### config.mk
export PLATFORM = sky130hd
export DESIGN_NAME = io_bus_router
export DESIGN_NICKNAME = d
export VERILOG_FILES = /design/src/rtl/io_bus_pkg.sv /design/src/rtl/io_byte_lane.sv /design/src/rtl/io_bus_router.sv
export SDC_FILE = /design/constraint.sdc
export NUM_CORES = 1
export LEC_CHECK = 0
export CAP_MARGIN = 20
export CORE_ASPECT_RATIO = 1.5
export CORE_MARGIN = 10
export CORE_UTILIZATION = 47
export CTS_BUF_LIST = sky130_fd_sc_hd__clkbuf_2 sky130_fd_sc_hd__clkbuf_4 sky130_fd_sc_hd__clkbuf_8
export DETAILED_ROUTE_END_ITERATION = 12
export DONT_BUFFER_PORTS = 1
export PLACE_DENSITY = 0.62
export SETUP_SLACK_MARGIN = 0.15
export SLEW_MARGIN = 30
export SYNTH_ARGS = -nofsm -noshare
export SYNTH_HDL_FRONTEND = slang
export SYNTH_HIERARCHICAL = 1
export SYNTH_SLANG_ARGS = --single-unit
### constraint.sdc
create_clock -name main_clk -period 4.3 [get_ports main_clk]
set_clock_uncertainty 0.05 [all_clocks]
set_input_delay 0.43 -clock main_clk [delete_from_list [all_inputs] [get_ports main_clk]]
set_output_delay 0.43 -clock main_clk [all_outputs]
set_load 0.02 [all_outputs]
### src/rtl/io_bus_pkg.sv
// rtl/io_bus_pkg.sv - shared state type, constants and region decode for the I/O router
package io_bus_pkg;

  localparam int          REGION_W  = 6;
  localparam logic [15:0] ERR_RDATA = 16'h0000;

  typedef enum logic [1:0] {
    ST_IDLE    = 2'd0,
    ST_ISSUE   = 2'd1,
    ST_WAIT_RD = 2'd2,
    ST_RESP    = 2'd3
  } state_t;

  // Result of a region decode: hit=0 means no channel owns the region.
  typedef struct packed {
    logic       hit;
    logic [7:0] idx;
  } ch_sel_t;

  // Region 0 is reserved; region k (1..n_ch) maps to channel k-1.
  function automatic ch_sel_t decode_region(input logic [31:0] region, input logic [31:0] n_ch);
    ch_sel_t r;
    r.hit = (region != 32'd0) && (region <= n_ch);
    r.idx = r.hit ? 8'(region - 32'd1) : 8'd0;
    return r;
  endfunction

endpackage

### src/rtl/io_byte_lane.sv
// rtl/io_byte_lane.sv - byte-lane replication/mask for writes and lane extraction for reads
module io_byte_lane (
  input  logic        wr_byte,
  input  logic        wr_lane,
  input  logic [15:0] wr_data,
  output logic [15:0] wr_lane_data,
  output logic [1:0]  wr_mask,
  input  logic        rd_byte,
  input  logic        rd_lane,
  input  logic [15:0] rd_data,
  output logic [15:0] rd_lane_data
);

  // Byte writes put the byte on both lanes so the peripheral can pick either; mask names the lane.
  always_comb begin
    wr_lane_data = wr_data;
    wr_mask      = 2'b11;
    if (wr_byte) begin
      wr_lane_data = {wr_data[7:0], wr_data[7:0]};
      wr_mask      = wr_lane ? 2'b10 : 2'b01;
    end
  end

  // Byte reads return the addressed lane zero-extended into the low byte.
  always_comb begin
    rd_lane_data = rd_data;
    if (rd_byte) begin
      rd_lane_data = rd_lane ? {8'h00, rd_data[15:8]} : {8'h00, rd_data[7:0]};
    end
  end

endmodule

### src/rtl/io_bus_router.sv
// rtl/io_bus_router.sv - region-decoded single-outstanding router onto valid/ready peripheral channels
module io_bus_router
  import io_bus_pkg::*;
#(
  parameter int ADDR_W  = 32,
  parameter int SEL_W   = REGION_W,
  parameter int N_CH    = 4,
  parameter int TIMEOUT = 255
) (
  input  logic                     main_clk,
  input  logic                     reset,
  input  logic                     req_valid,
  output logic                     req_ready,
  input  logic                     req_write,
  input  logic                     req_byte,
  input  logic [ADDR_W-1:0]        req_addr,
  input  logic [15:0]              req_wdata,
  output logic                     rsp_valid,
  output logic [15:0]              rsp_rdata,
  output logic                     rsp_err,
  output logic [N_CH-1:0]          ch_valid,
  input  logic [N_CH-1:0]          ch_ready,
  output logic                     ch_write,
  output logic [ADDR_W-SEL_W-1:0]  ch_addr,
  output logic [15:0]              ch_wdata,
  output logic [1:0]               ch_wmask,
  input  logic [N_CH-1:0]          ch_rvalid,
  input  logic [16*N_CH-1:0]       ch_rdata
);

  localparam int               CA_W     = ADDR_W - SEL_W;
  localparam int               CH_IDX_W = (N_CH > 1) ? $clog2(N_CH) : 1;
  localparam int               CNT_W    = $clog2(TIMEOUT + 1);
  localparam logic [CNT_W-1:0] CNT_MAX  = CNT_W'(TIMEOUT);

  state_t                state_q, state_d;
  logic                  byte_q, byte_d;
  logic                  lane_q, lane_d;
  logic [CH_IDX_W-1:0]   ch_idx_q, ch_idx_d;
  logic [CNT_W-1:0]      cnt_q, cnt_d;
  logic [N_CH-1:0]       ch_valid_q, ch_valid_d;
  logic                  ch_write_q, ch_write_d;
  logic [CA_W-1:0]       ch_addr_q, ch_addr_d;
  logic [15:0]           ch_wdata_q, ch_wdata_d;
  logic [1:0]            ch_wmask_q, ch_wmask_d;
  logic                  rsp_valid_q, rsp_valid_d;
  logic                  rsp_err_q, rsp_err_d;
  logic [15:0]           rsp_rdata_q, rsp_rdata_d;

  ch_sel_t               req_sel;
  logic [N_CH-1:0]       req_onehot;
  logic                  ch_hs;
  logic                  rd_hit;
  logic [15:0]           rd_sel_data;
  logic                  timed_out;
  logic [15:0]           wr_lane_data;
  logic [1:0]            wr_mask;
  logic [15:0]           rd_lane_data;

  assign req_sel   = decode_region(32'(req_addr[ADDR_W-1 -: SEL_W]), 32'(N_CH));
  assign ch_hs     = |(ch_valid_q & ch_ready);
  assign timed_out = (cnt_q == CNT_MAX);

  io_byte_lane u_byte_lane (
    .wr_byte      (req_byte),
    .wr_lane      (req_addr[0]),
    .wr_data      (req_wdata),
    .wr_lane_data (wr_lane_data),
    .wr_mask      (wr_mask),
    .rd_byte      (byte_q),
    .rd_lane      (lane_q),
    .rd_data      (rd_sel_data),
    .rd_lane_data (rd_lane_data)
  );

  // One-hot strobe for the channel the incoming request decodes to.
  always_comb begin
    req_onehot = '0;
    for (int k = 0; k < N_CH; k++) begin
      req_onehot[k] = (req_sel.idx == 8'(k));
    end
  end

  // Pick the latched channel's read strobe and data; other channels are ignored.
  always_comb begin
    rd_sel_data = '0;
    rd_hit      = 1'b0;
    for (int k = 0; k < N_CH; k++) begin
      if (ch_idx_q == CH_IDX_W'(k)) begin
        rd_sel_data = ch_rdata[16*k +: 16];
        rd_hit      = ch_rvalid[k];
      end
    end
  end

  // State register.
  always_ff @(posedge main_clk or posedge reset) begin
    if (reset) begin
      state_q <= ST_IDLE;
    end else begin
      state_q <= state_d;
    end
  end

  // Next-state decode; a handshake beats a timeout on the same cycle.
  always_comb begin
    state_d = state_q;
    case (state_q)
      ST_IDLE: begin
        if (req_valid) state_d = req_sel.hit ? ST_ISSUE : ST_RESP;
      end
      ST_ISSUE: begin
        if (ch_hs)          state_d = ch_write_q ? ST_RESP : ST_WAIT_RD;
        else if (timed_out) state_d = ST_RESP;
      end
      ST_WAIT_RD: begin
        if (rd_hit || timed_out) state_d = ST_RESP;
      end
      ST_RESP: state_d = ST_IDLE;
      default: state_d = ST_IDLE;
    endcase
  end

  // Output and latch updates; ch_valid drops the cycle the counter reaches TIMEOUT.
  always_comb begin
    byte_d      = byte_q;
    lane_d      = lane_q;
    ch_idx_d    = ch_idx_q;
    cnt_d       = cnt_q;
    ch_valid_d  = ch_valid_q;
    ch_write_d  = ch_write_q;
    ch_addr_d   = ch_addr_q;
    ch_wdata_d  = ch_wdata_q;
    ch_wmask_d  = ch_wmask_q;
    rsp_valid_d = 1'b0;
    rsp_err_d   = 1'b0;
    rsp_rdata_d = ERR_RDATA;
    case (state_q)
      ST_IDLE: begin
        if (req_valid) begin
          byte_d     = req_byte;
          lane_d     = req_addr[0];
          ch_idx_d   = CH_IDX_W'(req_sel.idx);
          ch_write_d = req_write;
          ch_addr_d  = req_addr[CA_W-1:0];
          ch_wdata_d = wr_lane_data;
          ch_wmask_d = wr_mask;
          cnt_d      = '0;
          if (req_sel.hit) begin
            ch_valid_d = req_onehot;
          end else begin
            rsp_valid_d = 1'b1;
            rsp_err_d   = 1'b1;
          end
        end
      end
      ST_ISSUE: begin
        if (ch_hs) begin
          ch_valid_d  = '0;
          cnt_d       = '0;
          rsp_valid_d = ch_write_q;
        end else if (timed_out) begin
          ch_valid_d  = '0;
          rsp_valid_d = 1'b1;
          rsp_err_d   = 1'b1;
        end else begin
          cnt_d = cnt_q + CNT_W'(1);
          if ((cnt_q + CNT_W'(1)) == CNT_MAX) ch_valid_d = '0;
        end
      end
      ST_WAIT_RD: begin
        if (rd_hit) begin
          rsp_valid_d = 1'b1;
          rsp_rdata_d = rd_lane_data;
        end else if (timed_out) begin
          rsp_valid_d = 1'b1;
          rsp_err_d   = 1'b1;
        end else begin
          cnt_d = cnt_q + CNT_W'(1);
        end
      end
      default: begin
      end
    endcase
  end

  // Transaction latches, wait counter and registered outputs.
  always_ff @(posedge main_clk or posedge reset) begin
    if (reset) begin
      byte_q      <= 1'b0;
      lane_q      <= 1'b0;
      ch_idx_q    <= '0;
      cnt_q       <= '0;
      ch_valid_q  <= '0;
      ch_write_q  <= 1'b0;
      ch_addr_q   <= '0;
      ch_wdata_q  <= '0;
      ch_wmask_q  <= '0;
      rsp_valid_q <= 1'b0;
      rsp_err_q   <= 1'b0;
      rsp_rdata_q <= '0;
    end else begin
      byte_q      <= byte_d;
      lane_q      <= lane_d;
      ch_idx_q    <= ch_idx_d;
      cnt_q       <= cnt_d;
      ch_valid_q  <= ch_valid_d;
      ch_write_q  <= ch_write_d;
      ch_addr_q   <= ch_addr_d;
      ch_wdata_q  <= ch_wdata_d;
      ch_wmask_q  <= ch_wmask_d;
      rsp_valid_q <= rsp_valid_d;
      rsp_err_q   <= rsp_err_d;
      rsp_rdata_q <= rsp_rdata_d;
    end
  end

  assign req_ready = (state_q == ST_IDLE);
  assign rsp_valid = rsp_valid_q;
  assign rsp_err   = rsp_err_q;
  assign rsp_rdata = rsp_rdata_q;
  assign ch_valid  = ch_valid_q;
  assign ch_write  = ch_write_q;
  assign ch_addr   = ch_addr_q;
  assign ch_wdata  = ch_wdata_q;
  assign ch_wmask  = ch_wmask_q;

endmodule

==> reports/summary.md, run 1 <==
* 11.44 mm — total wire length
* 100.0% — fraction of registers with async set/reset
* 42 — floorplan row count
* flip-flop — crit end category
* sky130_fd_sc_hd__dfrtp_1 — cell type of the slowest stage on the worst timing path
* 0.36 ns — clock network latency to the later pin of the worst-skew pair
* 0 — Buffers on Ports
* 40.27% — Sw Share
* 0 — number of gates resized after cts
* 0 — post-detailed-route DRC marker count
* 0 — number of post-CTS setup repair buffers
* 4249 sq um — post-placement cell area
* 62.26% — post-route fraction of the period consumed by the critical path
* 16.13% — total routing resource utilization after global routing
* 0.8193 ns — slew of the pin with the lowest slew margin
* 8828 sq um — placeable core region
* 0 — Critical path buffers and inverters
* 0 — count of pins over their slew limit
* 97.56 microns — DIE WIDTH
* flip-flops — CP top delay family
* flip-flop — nature of the critical path startpoint
* 27.5% — Combinational Power Share
* 5.606% — P&R area growth vs syn
* 1 — antenna violations before repair
* 48.03% — Initial Utilization
* 2 — maximum count of clock buffers along a single path
* 462 — net count after synthesis
* 136.3 microns — vertical extent of the die
* 6 — number of synthesis warnings
* 0.001822 W — Cell Int Power
* sky130_fd_sc_hd__clkbuf_8 — clk root buf
* 6.289 — vias per std cell
* 80 — flops & latches, synth
* 0.3735 GHz — fmax
* 53 — number of distinct standard cells referenced by the synthesized netlist
* 45.32% — worst rel slew slack
* 2717 — number of vias after detailed routing
* 4 — detailed-router iteration count before antenna repair
* 0 — cts-stage hold buffer count
* 2889 — number of global-route vias before repair
* 0 ns — total negative setup slack
* 19 — crit-path max FO
* 16.83 mm — wire length of the first global-routing pass
* 2.677 ns — Period minus WS final
* 0.4154 mV — peak ir drop on the vdd network
* 34.89% — layout cells sized above 1
* 193 — count of pins on the block boundary
* 415 — Placed Cells incl. Taps
* done — CTS tree
* sky130_fd_sc_hd__dfrtp_1 — top_reg_cell synth
* sky130_fd_sc_hd__dfrtp_1, sky130_fd_sc_hd__mux2_2, sky130_fd_sc_hd__and3_1 — most used cells in the layout excluding fill and tap cells
* 0.8936 — routability congestion estimate from global placement
* 0 — max-cap viol count
* 1.934 nW — leak pwr
* 681.2 nW/um^2 — power density cells
* 330 — Post-Syn Instances
* 0 — Final ANT Viol Nets
* 51.8% — sequential group share of total power
* 3 — # H-tree levels
* 0 — number of synthesized flops with an enable pin
* 80 — total clock sinks
* 240 — starting DRC count in detailed routing
* no — setup repair after global routing missed its margin
* 448 — NumNets Final
* 0.003051 W — Total Power
* 9 — number of buffers inserted during clock tree synthesis
* sky130_fd_sc_hd__dfrtp_1 — most common cell after layout, fill and taps aside
* 13300 sq um — Die Outline Area
* completed — status
* 12.85 sq um — Avg Synthesized Cell Area
* 4478 sq um — post-route cell area
* flip-flop to flip-flop — Setup Crit Path Kind
* 0.79 ns — CP peak stage delay
* 20.7% — portion of total power attributed to the clock network
* 2.86 ns — arrival time reported for the critical path endpoint
* 0 — total count of hold-check failures in the final report
* 0.09 ns — clock slew seen by the registers of the worst setup and hold paths
* 47.21% — post-synthesis sequential area ratio
* 54 — pin count of the biggest net entering global routing
* 0 — Remaining Overflow, GRT
* 432 — post-layout instance count excluding filler cells
* 4240 sq um — synthesized area
* input pin to async pin — Hold/Removal Path Class
* 4.49 ns — data required time of the worst path
* 0.001229 W — Net Sw Power
* 26.48 microns — wire per inst
* mux4_2 -> and2_4 -> or3_1 -> o41ai_1 — worst path cell trace
* 8.984 mm — HPWL Detailed
* 0 — # setup viols final
==> cell families (layout without fill, tap and decap cells) <==
| group | after synthesis | in the layout | share of synthesized area (%) |
|---|---|---|---|
| other | 0 | 1 | 0 |
| buffers and inverters | 39 | 30 | 4.632 |
| xor gates and xnor gates | 1 | 1 | 0.2066 |
| adders and majority gates | 7 | 7 | 2.065 |
| AOI/OAI and AO/OA | 51 | 51 | 8.852 |
| DFF | 80 | 80 | 47.21 |
| and+or+nand+nor | 71 | 71 | 10.39 |
| muxes | 81 | 81 | 26.65 |
==> power groups by stage <==
stage          Combinational [W]  Sequential (W)  Clock, W
2_1_floorplan           0.000758         0.00149         0
3_3_place_gp            0.000820         0.00160         0
3_5_place_dp            0.000847         0.00161         0
4_1_cts                 0.000847         0.00160  0.000649
5_1_grt                 0.000923         0.00162  0.000681
6_report                0.000840         0.00158  0.000631
==> final cells by class <==
| type | count | area [sq um] |
|---|---|---|
| fill | 771 | 4350 |
| multi-input combinational | 211 | 2044 |
| sequential | 80 | 2002 |
| tap | 110 | 137.6 |
| clock buffer | 9 | 123.9 |
| clock inverter | 7 | 102.6 |
| inverter | 11 | 42.54 |
| timing repair buffer | 3 | 22.52 |
| antenna | 1 | 2.502 |
==> metal layers <==
metal  wire [microns]  global-route usage (%)
met3             1071                   6.453
met2             6283                   29.79
met4              148                   7.212
met1             3938                   15.30
met5                0                       0
==> final timing paths <==
| path | startpoint | end | slack [ns] | depth (start not counted) |
|---|---|---|---|---|
| hold reg to reg | cnt_q[7]$_DFFE_PP0P_ | cnt_q[7]$_DFFE_PP0P_ | 0.52 | 1 |
| min in group main_clk | req_addr[26] | ch_idx_q[0]$_DFFE_PP0P_ | 0.11 | 1 |
| max in group asynchronous | reset | byte_q$_DFFE_PP0P_ | 3.27 | 2 |
| setup / recovery | ch_idx_q[1]$_DFFE_PP0P_ | cnt_q[3]$_DFFE_PP0P_ | 1.62 | 4 |
| setup reg to reg | ch_idx_q[1]$_DFFE_PP0P_ | cnt_q[3]$_DFFE_PP0P_ | 1.62 | 4 |
| hold / removal | reset | ch_addr[11]$_DFFE_PP0P_ | 0.03 | 1 |
==> state kept, by name, indices dropped and copies added, names as in the netlist <==
| register | cells |
|---|---|
| ch_addr | 26 |
| byte_q | 1 |
| ch_valid | 4 |
| ch_idx_q | 2 |
| rsp_rdata | 16 |
| ch_write | 1 |
| cnt_q | 8 |
| rsp_valid | 1 |
| state_q | 2 |
| ch_wdata | 16 |
| ch_wmask | 2 |
| rsp_err | 1 |
==> per-stage QoR <==
step	util, %	hold WS (ns)	setup slack, ns
6_report	50.72	0.02818	1.623
5_1_grt	50.72	0.08060	1.507
4_1_cts	50.69	0.05341	1.587
3_5_place_dp	48.13	0.4494	1.605
3_3_place_gp	48.13	0.4531	1.769
2_1_floorplan	-	0.4570	1.768
==> Yosys cell counts (2+ instances only) <==
cell type	instances	area share, %
sky130_fd_sc_hd__or3_1	2	0.30
sky130_fd_sc_hd__o22a_1	2	0.41
sky130_fd_sc_hd__nand3_1	4	0.47
sky130_fd_sc_hd__o32ai_1	3	0.62
sky130_fd_sc_hd__nor3_2	2	0.47
sky130_fd_sc_hd__and2b_2	8	1.7
sky130_fd_sc_hd__o21ai_0	7	0.83
sky130_fd_sc_hd__dfrtp_1	80	47
sky130_fd_sc_hd__clkbuf_1	14	1.2
sky130_fd_sc_hd__a21bo_2	2	0.47
sky130_fd_sc_hd__nor2_1	5	0.44
sky130_fd_sc_hd__buf_1	2	0.18
sky130_fd_sc_hd__nor3_1	3	0.35
sky130_fd_sc_hd__o31ai_1	3	0.53
sky130_fd_sc_hd__o41ai_1	3	0.62
sky130_fd_sc_hd__a22o_1	3	0.62
sky130_fd_sc_hd__inv_1	11	0.97
sky130_fd_sc_hd__a31oi_1	3	0.44
sky130_fd_sc_hd__mux4_2	10	5.3
sky130_fd_sc_hd__buf_6	2	0.53
sky130_fd_sc_hd__ha_1	7	2.1
sky130_fd_sc_hd__nor4_1	2	0.30
sky130_fd_sc_hd__mux4_1	7	4.3
sky130_fd_sc_hd__nor2b_1	2	0.30
sky130_fd_sc_hd__and2_1	3	0.44
sky130_fd_sc_hd__a211oi_1	3	0.53
sky130_fd_sc_hd__a21oi_1	5	0.59
sky130_fd_sc_hd__buf_4	9	1.6
sky130_fd_sc_hd__mux2_2	64	17
sky130_fd_sc_hd__o21a_1	3	0.53
sky130_fd_sc_hd__nand2_1	12	1.1
sky130_fd_sc_hd__o211ai_1	6	1.1
sky130_fd_sc_hd__or2_2	2	0.30
sky130_fd_sc_hd__and3_1	17	2.5
(Power assumes the default switching activity.)
==> inputs of run 2 (changes only) <==
- clock period: 4.3 -> 2.7 ns (I/O delays scaled with it)
==> run 2 against run 1 <==
Setup slack got worse by 1.1 ns. Non-clock buffer count rose by 38. Largest cell class unchanged. Sequential power rose by 59%. Flip-flop and latch count did not move. Clock power rose by 56%. Routed wire length rose by 4.7%. Highest routed layer unchanged. Worst hold slack got worse by 0.0013 ns. Critical path depth rose by 2. Sequential share of layout area fell by 3.5 points. Total power rose by 61%.
==> reports/summary.md, run 2 (synthesis results as in run 1) <==
* sky130_fd_sc_hd__or3_1 — cell type of the slowest stage on the worst timing path, was sky130_fd_sc_hd__dfrtp_1
* 81.48% — post-route fraction of the period consumed by the critical path, was 62.26%
* 2044 sq um — area of combinational cells with multiple inputs, unchanged
* 17.40% — total routing resource utilization after global routing, was 16.13%
* 0 — count of pins over their slew limit, unchanged
* 0 ns — total negative setup slack, unchanged
* 39.94% — Sw Share, was 40.27%
* 0.4545 GHz — fmax, was 0.3735 GHz
* no — setup repair after global routing missed its margin, unchanged
* 3111 — number of global-route vias before repair, was 2889
* 28.8% — Combinational Power Share, was 27.5%
* 2002 sq um — register area, unchanged
* 176 — starting DRC count in detailed routing, was 240
* 8828 sq um — placeable core region, unchanged
* 2 — maximum count of clock buffers along a single path, unchanged
* 1 — antenna violations before repair, unchanged
* 486 — NumNets Final, was 448
* 0.47 ns — CP peak stage delay, was 0.79 ns
* 0.02685 ns — final worst hold slack, was 0.02818 ns
* flip-flop — crit end category, unchanged
* 2.95 ns — data required time of the worst path, was 4.49 ns
* 2.45 ns — arrival time reported for the critical path endpoint, was 2.86 ns
* 42 — floorplan row count, unchanged
* 14.67% — P&R area growth vs syn, was 5.606%
* 56.43% — worst rel slew slack, was 45.32%
* 136.3 microns — vertical extent of the die, unchanged
* 0.6816 mV — peak ir drop on the vdd network, was 0.4154 mV
* flip-flop — nature of the critical path startpoint, unchanged
* inv_1 -> ha_1 -> and2_4 -> or3_1 -> nor3_2 -> mux2_2 — worst path cell trace, was mux4_2 -> and2_4 -> or3_1 -> o41ai_1
* 0 — post-detailed-route DRC marker count, unchanged
* 4 — detailed-router iteration count before antenna repair, unchanged
* 0.002953 W — Cell Int Power, was 0.001822 W
* 0 — max-cap viol count, unchanged
* 11.98 mm — total wire length, was 11.44 mm
* 0 — Buffers on Ports, unchanged
* 13300 sq um — Die Outline Area, unchanged
* sky130_fd_sc_hd__dfrtp_1, sky130_fd_sc_hd__mux2_2, sky130_fd_sc_hd__dlygate4sd3_1 — most used cells in the layout excluding fill and tap cells, was sky130_fd_sc_hd__dfrtp_1, sky130_fd_sc_hd__mux2_2, sky130_fd_sc_hd__and3_1
* 3 — # H-tree levels, unchanged
* sky130_fd_sc_hd__clkbuf_8 — clk root buf, unchanged
* 2.200 ns — Period minus WS final, was 2.677 ns
* 48.03% — Initial Utilization, unchanged
* 9.091 mm — HPWL Detailed, was 8.984 mm
* 0 — # setup viols final, unchanged
* 0.50 ns — Register-to-Register Setup Slack, was 1.62 ns
* 26 — Largest register FFs, unchanged
* 97.56 microns — DIE WIDTH, unchanged
* 4862 sq um — post-route cell area, was 4478 sq um
* 2.099 nW — leak pwr, was 1.934 nW
* 471 — post-layout instance count excluding filler cells, was 432
* 18.23 mm — wire length of the first global-routing pass, was 16.83 mm
* 2888 — number of vias after detailed routing, was 2717
* 0.6535 ns — slew of the pin with the lowest slew margin, was 0.8193 ns
* 0 — Remaining Overflow, GRT, unchanged
* 744 — number of filler cells placed in the layout, was 771
* 193 — count of pins on the block boundary, unchanged
* done — CTS tree, unchanged
* 20.1% — portion of total power attributed to the clock network, was 20.7%
* 418 — Placed Cells incl. Taps, was 415
* 55.07% — utilization of the core after routing, was 50.72%
* 0.36 ns — clock network latency to the later pin of the worst-skew pair, about the same
* 0 — Final ANT Viol Nets, unchanged
* 0 — total count of hold-check failures in the final report, unchanged
* 20 — crit-path max FO, was 19
* completed — status, unchanged
* sky130_fd_sc_hd__dfrtp_1 — most common cell after layout, fill and taps aside, unchanged
* 25.43 microns — wire per inst, was 26.48 microns
* 32.03% — layout cells sized above 1, was 34.89%
* input pin to flip-flop — Hold/Removal Path Class, was input pin to async pin
* 80 — total clock sinks, unchanged
* 0.8480 — routability congestion estimate from global placement, was 0.8936
* 6.132 — vias per std cell, was 6.289
* 0.08 ns — clock slew seen by the registers of the worst setup and hold paths, was 0.09 ns
* 54 — pin count of the biggest net entering global routing, unchanged
* 0 — number of post-CTS setup repair buffers, unchanged
* flip-flop to flip-flop — Setup Crit Path Kind, unchanged
* 1011 nW/um^2 — power density cells, was 681.2 nW/um^2
* 4284 sq um — post-placement cell area, was 4249 sq um
* 51.1% — sequential group share of total power, was 51.8%
* 0.001963 W — Net Sw Power, was 0.001229 W
* 0 — number of gates resized after cts, unchanged
* 9 — number of buffers inserted during clock tree synthesis, unchanged
[run 2: cell count changes in the layout (fill, tap and decap cells not counted), sizes merged]
cell,change
clkinv,+1
clkbuf,+1
inv,-2
dlygate4sd3,+35
buf,+3
diode,+1
[run 2: path summary, 6_finish.rpt]
path	from	end	cells past startpoint
worst max-delay path	state_q[0]$_DFFE_PP0P_	cnt_q[0]$_DFFE_PP0P_	6
worst min-delay path	req_wdata[6]	ch_wdata[6]$_DFFE_PP0P_	1
worst max register to register	state_q[0]$_DFFE_PP0P_	cnt_q[0]$_DFFE_PP0P_	6
worst min register to register	cnt_q[7]$_DFFE_PP0P_	cnt_q[7]$_DFFE_PP0P_	1
max in group asynchronous	reset	rsp_rdata[4]$_DFF_PP0_	3
min in group asynchronous	reset	ch_addr[23]$_DFFE_PP0P_	2
[run 2: power by group through the flow]
stage	logic [W]	clock network (W)	registers (W)
6_report	0.00142	0.000986	0.00251
2_1_floorplan	0.00121	0	0.00237
3_5_place_dp	0.00138	0	0.00255
3_3_place_gp	0.00133	0	0.00254
5_1_grt	0.00156	0.00107	0.00257
4_1_cts	0.00143	0.00101	0.00253
[run 2: metal layers]
metal	GRT usage, %	vias up	wire [microns]
met5	0	-	0
met4	7.293	0	177
met2	32.12	151	6688
met3	6.758	13	1094
li1	-	1281	-
met1	16.84	1443	4016
[run 2: area by class of cell]
class / instances / share of cell area [%]
flip-flops and latches: 80 / 41.17
well taps: 110 / 2.831
clock inverters: 6 / 1.879
inverters: 11 / 0.8749
multi-input cells: 211 / 42.05
repair buffers: 41 / 8.389
diodes: 2 / 0.1029
clock buffers: 10 / 2.702
[run 2: through the flow]
| step | total power [W] | worst slack [ns] |
|---|---|---|
| after CTS | 0.004974 | 0.4985 |
| after floorplan | 0.003578 | 0.3283 |
| after detailed placement | 0.003935 | 0.5082 |
| final | 0.004916 | 0.4999 |
| after global routing | 0.005200 | 0.3689 |
| after global placement | 0.003866 | 0.5949 |
[run 2: timing repair]
item                       in CTS  in global routing
setup endpoints to repair       0                  0
hold endpoints to repair       66                  2
hold buffers                   33                  2
[run 2: critical path, delay by kind of cell, from the launching register on]
family	cells	cell delay, ns
fa+ha+maj	1	0.41
buf+inv	1	0.11
flops	1	0.40
mux	1	0.20
simple gates	3	0.97
